<file path="src/rtl/dmem_block_mover.sv">
// dmem_block_mover: memory-port initiator that copies or negates a block of bytes from SRC to DST
module dmem_block_mover #(
  parameter int ADDR_W    = 8,
  parameter int DATA_W    = 8,
  parameter int MEM_DEPTH = 32,
  parameter int READ_LAT  = 1
) (
  input  logic              CLK,
  input  logic              RST,
  input  logic              START,
  input  logic              OP,
  input  logic [ADDR_W-1:0] SRC,
  input  logic [ADDR_W-1:0] DST,
  input  logic [ADDR_W-1:0] LEN,
  output logic              BUSY,
  output logic              DONE,
  output logic              ERR,
  output logic              MEM_READ,
  output logic              MEM_WRITE,
  output logic [ADDR_W-1:0] MEM_ADDRESS,
  output logic [DATA_W-1:0] MEM_WDATA,
  input  logic [DATA_W-1:0] MEM_RDATA
);
  localparam int CW = READ_LAT > 1 ? $clog2(READ_LAT) : 1;
  localparam logic [ADDR_W:0] DEPTH = (ADDR_W + 1)'(MEM_DEPTH);
  typedef enum logic [2:0] {IDLE, CHECK, RD, WR, FIN} state_t;
  state_t state, nxt;
  logic op_r, err_r, bad, last;
  logic [ADDR_W-1:0] src_r, dst_r, len_r, i;
  logic [CW-1:0] lat_cnt;
  logic [DATA_W-1:0] byte_r;
  logic [ADDR_W:0] rd_addr, wr_addr;
  assign bad = {1'b0, src_r} >= DEPTH || {1'b0, dst_r} >= DEPTH || {1'b0, len_r} > DEPTH;
  assign last = lat_cnt == CW'(READ_LAT - 1);
  // source and destination both walk upward and wrap around the memory
  assign rd_addr = ({1'b0, src_r} + {1'b0, i}) % DEPTH;
  assign wr_addr = ({1'b0, dst_r} + {1'b0, i}) % DEPTH;
  always_ff @(posedge CLK or posedge RST)
    if (RST) begin
      state   <= IDLE;
      op_r    <= 1'b0;
      err_r   <= 1'b0;
      src_r   <= '0;
      dst_r   <= '0;
      len_r   <= '0;
      i       <= '0;
      lat_cnt <= '0;
      byte_r  <= '0;
    end else begin
      state <= nxt;
      if (state == IDLE && START) begin
        op_r  <= OP;
        src_r <= SRC;
        dst_r <= DST;
        len_r <= LEN;
      end
      if (state == CHECK) begin
        err_r   <= bad;
        i       <= '0;
        lat_cnt <= '0;
      end
      if (state == RD) begin
        lat_cnt <= lat_cnt + CW'(1);
        if (last) byte_r <= MEM_RDATA;
      end
      if (state == WR) begin
        i       <= i + ADDR_W'(1);
        lat_cnt <= '0;
      end
    end
  always_comb begin
    nxt         = IDLE;
    BUSY        = state != IDLE;
    DONE        = state == FIN;
    ERR         = state == FIN && err_r;
    MEM_READ    = state == RD;
    MEM_WRITE   = state == WR;
    MEM_ADDRESS = MEM_READ ? rd_addr[ADDR_W-1:0] : MEM_WRITE ? wr_addr[ADDR_W-1:0] : '0;
    MEM_WDATA   = MEM_WRITE ? (op_r ? -byte_r : byte_r) : '0;
    case (state)
      IDLE:    nxt = START ? CHECK : IDLE;
      CHECK:   nxt = bad || len_r == '0 ? FIN : RD;
      RD:      nxt = last ? WR : RD;
      WR:      nxt = i + ADDR_W'(1) == len_r ? FIN : RD;
      default: nxt = IDLE;
    endcase
  end
endmodule

</file>
<file path="config.mk">
export PLATFORM = sky130hd
export DESIGN_NAME = dmem_block_mover
export DESIGN_NICKNAME = d
export VERILOG_FILES = /design/src/rtl/dmem_block_mover.sv
export SDC_FILE = /design/constraint.sdc
export NUM_CORES = 1
export LEC_CHECK = 0
export ABC_AREA = 1
export CORE_MARGIN = 1.5
export CORE_UTILIZATION = 40
export CTS_CLUSTER_SIZE = 25
export DETAILED_ROUTE_END_ITERATION = 10
export GPL_TIMING_DRIVEN = 0
export PLACE_DENSITY = 0.64
export SETUP_SLACK_MARGIN = 0.2
export SLEW_MARGIN = 20
export SYNTH_ARGS = -nofsm -noshare
export SYNTH_HDL_FRONTEND = slang
export SYNTH_SLANG_ARGS = --single-unit
</file>
<file path="constraint.sdc">
create_clock -name CLK -period 3.3 [get_ports CLK]
set_input_delay 0.495 -clock CLK [delete_from_list [all_inputs] [get_ports CLK]]
set_output_delay 0.495 -clock CLK [all_outputs]
set_load 0.1 [all_outputs]
</file>
* Word-level counts from Yosys, hierarchy flattened
Index checks and enable logic that the tools add are counted.
** Operators by class
- Equality and inequality tests :: 5
- Order comparisons :: 3
- Bitwise gates (word level) :: 1
- Reduce and logical (&&, ||, !) cells :: 11
- Add/subtract/negate cells :: 5
- Muxes and demuxes :: 14
** Operators with widths (number)
- 8-bit 2-to-1 mux :: 4
- 8-bit by 6-bit greater-or-equal comparator with 1-bit output (second input constant) :: 2
- 3-bit one-hot mux with 4 select lines :: 1
- 5-bit adder :: 2
- 5-bit 2-to-1 mux :: 2
- 8-bit by 1-bit adder with 8-bit output (second input constant) :: 1
- 8-bit == test :: 1
- 8-bit by 6-bit greater-than comparator with 1-bit output (second input constant) :: 1
- 8-bit zero test :: 1
- 8-bit negation :: 1
- 3-bit by 2-bit == test with 1-bit output (second input constant) :: 2
- 3-bit 2-to-1 mux :: 2
- 3-bit nonzero test :: 2
- 1-bit 2-to-1 mux :: 5
- 3-bit by 1-bit == test with 1-bit output (second input constant) :: 1
- 3-bit == test (second input constant) :: 1
- 3-bit zero test :: 1
- 1-bit logical OR :: 3
- 1-bit logical AND :: 2
- 2-bit AND reduction :: 1
- 2-bit nonzero test :: 1
- 1-bit adder (second input constant) :: 1
- 1-bit NOT :: 1
** Word-level totals
- Output and inout bits :: 21
- Logic and storage cells :: 48
- Bits of input ports :: 36
- Register bits :: 46

* Logic depth before layout (Yosys ltp)
- Depth in word-level cells :: 6
- Depth in mapped cells :: 12
- Mapped depth without buffers :: 12

* Worst setup path after synthesis
OpenSTA, ideal clock, no wires.
- Path type :: register to output
- From :: register state[0]
- To :: output port MEM_ADDRESS[1]
- Arrival time :: 3.545 ns
- Slack :: -0.740 ns
- Required time :: 2.805 ns
- Stages on the path, launching flop included :: 4
- Buffers on the path :: 0
- Path through :: dfrtp_1 nor3_4 inv_2 o21ai_0
** Between the ends
- Elaborated cells between the ends (all ways) :: 4
- Those cells by class :: eq/ne: 2; mux: 2
** RTL lines
- from (decl) :: RTL line 27 : state_t state, nxt;
- from (signal assigned) :: RTL line 50 : state <= nxt;
- 3-bit by 2-bit == test with 1-bit output :: RTL line 76 : MEM_READ = state == RD;
- named net MEM_READ :: RTL line 18 : output logic MEM_READ,
- 5-bit 2-to-1 mux :: RTL line 78 : MEM_ADDRESS = MEM_READ ? rd_addr[ADDR_W-1:0] : MEM_WRITE ? wr_addr[ADDR_W-1:0] : '0;
- to (decl) :: RTL line 20 : output logic [ADDR_W-1:0] MEM_ADDRESS,
The timed path passes the listed nets, and every way through them passes these cells.

* Final worst setup path
- From :: register state[2]
- To :: output port MEM_ADDRESS[2]
** Between the ends
- Longest elaborated chain between the ends :: 3
- Elaborated cells between the ends (all ways) :: 4
- Those cells by class :: eq/ne: 2; mux: 2
** RTL lines
- 3-bit by 2-bit == test with 1-bit output :: RTL line 77 : MEM_WRITE = state == WR;
- 5-bit 2-to-1 mux :: RTL line 78
- 5-bit 2-to-1 mux (*) :: RTL line 78
Mark *: on every way between the ends. The rest lies on a longest branch, timed or not.

==> results.txt <==
Maximum fanout along the worst path: 10
Final ANT Viol Nets: 0
Critical path capture point type: output pin
Met1 global-route usage: 23.55%
Max_cap viols: 0
# clock sinks: 46
Routability cong.: 0.8335
Required time worst endpoint: 2800 ps
Vias per cell: 5.060
Pins over their slew limit: 0
Post-layout minimum cycle time: 2936 ps
Min-Delay Path Class: reg -> reg
Drt wl/cell: 13.31 um
Final hold violations: 0
Clock-pin slew on the worst setup and hold paths: 80 ps
Initial Utilization: 41.46%
Leak Pwr: 0.001585 uW
Number of I/O pins: 57
Global-route wire length before repair: 10.47 mm
Logic pwr share: 27.8%
Pin count of the biggest net entering global routing: 26
Pre-antenna DRT Iters: 4
P_int: 1078 uW
Final period util: 88.96%
GRT Max-Usage Layer: met2
Clock latency on the worst-skew pair: 300 ps
Startpoint Class: flip-flop
H-tree lvl count: 2
Min-delay src: lat_cnt
Number of CTS-inserted buffers: 5
Slew HR: 33.09%
CTS tree: yes
Post-CTS setup buffers: 0
Hold_buf cts: 0
Commonest cells after routing, fill and taps aside: 49 x nand2_1, 46 x dfrtp_1, 39 x clkdlybuf4s50_1
RSZ-0062 raised after global routing: no
Sequential area share after synthesis: 43.73%
Fraction of layout cells with a size suffix above 1: 15.73%
Vias after detailed routing: 2287
Peak supply drop: 0.3233 mV
Vias in the first global route: 2272
Worst setup margin: 364.2 ps
EDFF count, synth: 0
# setup viols final: 0
Syn Area/Cell: 8.465 um^2
P_sw: 509.2 uW
Clock skew: 7.055 ps
CP Class: reg -> out
CP Launch Point: state[2]
Cell Pwr Density: 463.1 nW/um^2
Pre-CTS setup slack: -23.84 ps
N_diodes: 0
Max Buffers Root-to-Sink: 2
Seq pwr share: 46.5%
Ys async rst share: 100.0%
Critical-path cell list: inv_1, nand2_1, nor2_2, buf_2, nand3_1, o21ai_2, clkdlybuf4s15_2
I/O Buffers: 53
Most common cell after layout, fill and taps aside: nand2_1
Area Overhead vs Synth: 30.18%
# rows: 29
Top_reg_cell synth: dfrtp_1
Clk network pwr share: 25.7%
Post-route setup TNS: 0 ps
Antenna violations before repair: 0
DRC Markers: 0
Critical path data arrival time: 2440 ps
Ys Warns: 0
DR iter-0 viols: 120
Final #Nets: 422
Synth Cell Area: 2633 um^2
Grt met3 use: 3.956%
Clock Tree Root: clkbuf_8
Switching Share: 32.09%
Die Wd: 84.13 um
Run status: finished, final reports clean
Final global-route overflow total: 0
Die outline height: 84.13 um
Die Area: 7077 um^2
DP HPWL: 4.645 mm
Drt total wl: 6.015 mm
Synthesized flop and latch total: 46
R2r startpoint: i[0]
Synth Instances: 311
Pin slew with the least headroom to its limit: 1001 ps
Fill cell count: 605
GR Util met2: 31.35%
Max Freq: 340.6 MHz
Tot GR Track Use: 18.36%
Crit-path slowest cell: clkdlybuf4s15_2
Synth unique cells: 31
Core Region: 6350 um^2
Slowest stage delay, CP: 560 ps
[critical path: cells and delay by family, from the launching register on]
family | cells | cell delay, ps
AOI/OAI and AO/OA | 1 | 80
buffers and inverters | 3 | 1070
DFF | 1 | 430
and+or+nand+nor | 3 | 560
[per-stage QoR]
step	instance area, um^2	power [uW]	std cells	hold WS (ps)	util, %
2_1_floorplan	2663	1055	313	464.9	-
3_3_place_gp	3289	1175	443	487.0	51.80
3_5_place_dp	3317	1192	444	495.5	52.24
4_1_cts	3436	1606	452	514.2	54.11
5_1_grt	3427	1690	452	525.8	53.97
6_report	3427	1587	452	508.0	53.97
[timing repair]
item | CTS | global route
endpoints found under the setup margin | 14 | 10
hold endpoints to repair | 0 | 0
gates resized for setup | 38 | 6
[cells by family (layout without fill, tap and decap cells)]
logic type / after synthesis / after routing / share of synthesized area [%]
AND/OR/NAND/NOR: 125 / 125 / 20.58
AO/OA/AOI/OAI: 52 / 52 / 10.65
buffers and inverters: 49 / 111 / 8.127
flip-flops: 46 / 46 / 43.73
multiplexers: 18 / 18 / 7.842
adder cells (fa/ha/maj): 12 / 12 / 6.274
XOR/XNOR: 8 / 8 / 2.662
other: 1 / 3 / 0.1424
[per-layer routing]
| layer | wire (um) | vias to the layer above |
|---|---|---|
| met1 | 2736 | 1061 |
| met3 | 321 | 7 |
| met2 | 2911 | 70 |
| li1 | - | 1149 |
| met4 | 46 | 0 |
| met5 | 0 | - |
[cell usage after synthesis, drive strengths merged (3+ instances only)]
cell type  number  share of area (%)
dfrtp          46                 44
nand2          49                7.0
o22ai           5                1.2
nor2           35                5.0
xor2            7                2.3
buf             8                2.3
inv            40                5.7
mux2           18                7.8
ha             10                4.8
nand3          23                4.4
o21ai          18                3.4
nor3           10                2.3
or2             3               0.71
nand4           3               0.71
a21oi          24                4.6
[flip-flops by register name, summed over array words and instances (netlist names)]
signal	flops
byte_r	8
dst_r	8
err_r	1
i	8
lat_cnt	1
len_r	8
op_r	1
src_r	8
state	3
[worst paths after layout]
kind	endpoint	slack, ps	depth (start not counted)
max	MEM_ADDRESS[2]	360	7
min	lat_cnt	510	2
max reg2reg	state[2]	1470	8
min reg2reg	lat_cnt	510	2
max in group asynchronous	src_r[1]	2230	3
min in group asynchronous	byte_r[1]	560	2
[power groups by stage]
stage | clock, uW | sequential (uW) | combinational, uW
floorplan | 0 | 728 | 327
global placement | 0 | 745 | 430
detailed placement | 0 | 749 | 443
CTS | 424 | 738 | 444
global route | 444 | 755 | 490
finish | 408 | 738 | 441
[layout make-up]
type,count,area (um^2),share of cell area [%]
buffer,9,63.81,1.862
clock buffer,5,68.82,2.008
clock inverter,3,40.04,1.168
inverter,40,150.1,4.381
multi-input combinational,218,1300,37.93
sequential,46,1151,33.59
tap,77,96.34,2.811
timing repair buffer,54,556.8,16.25
(Power assumes the default switching activity.)
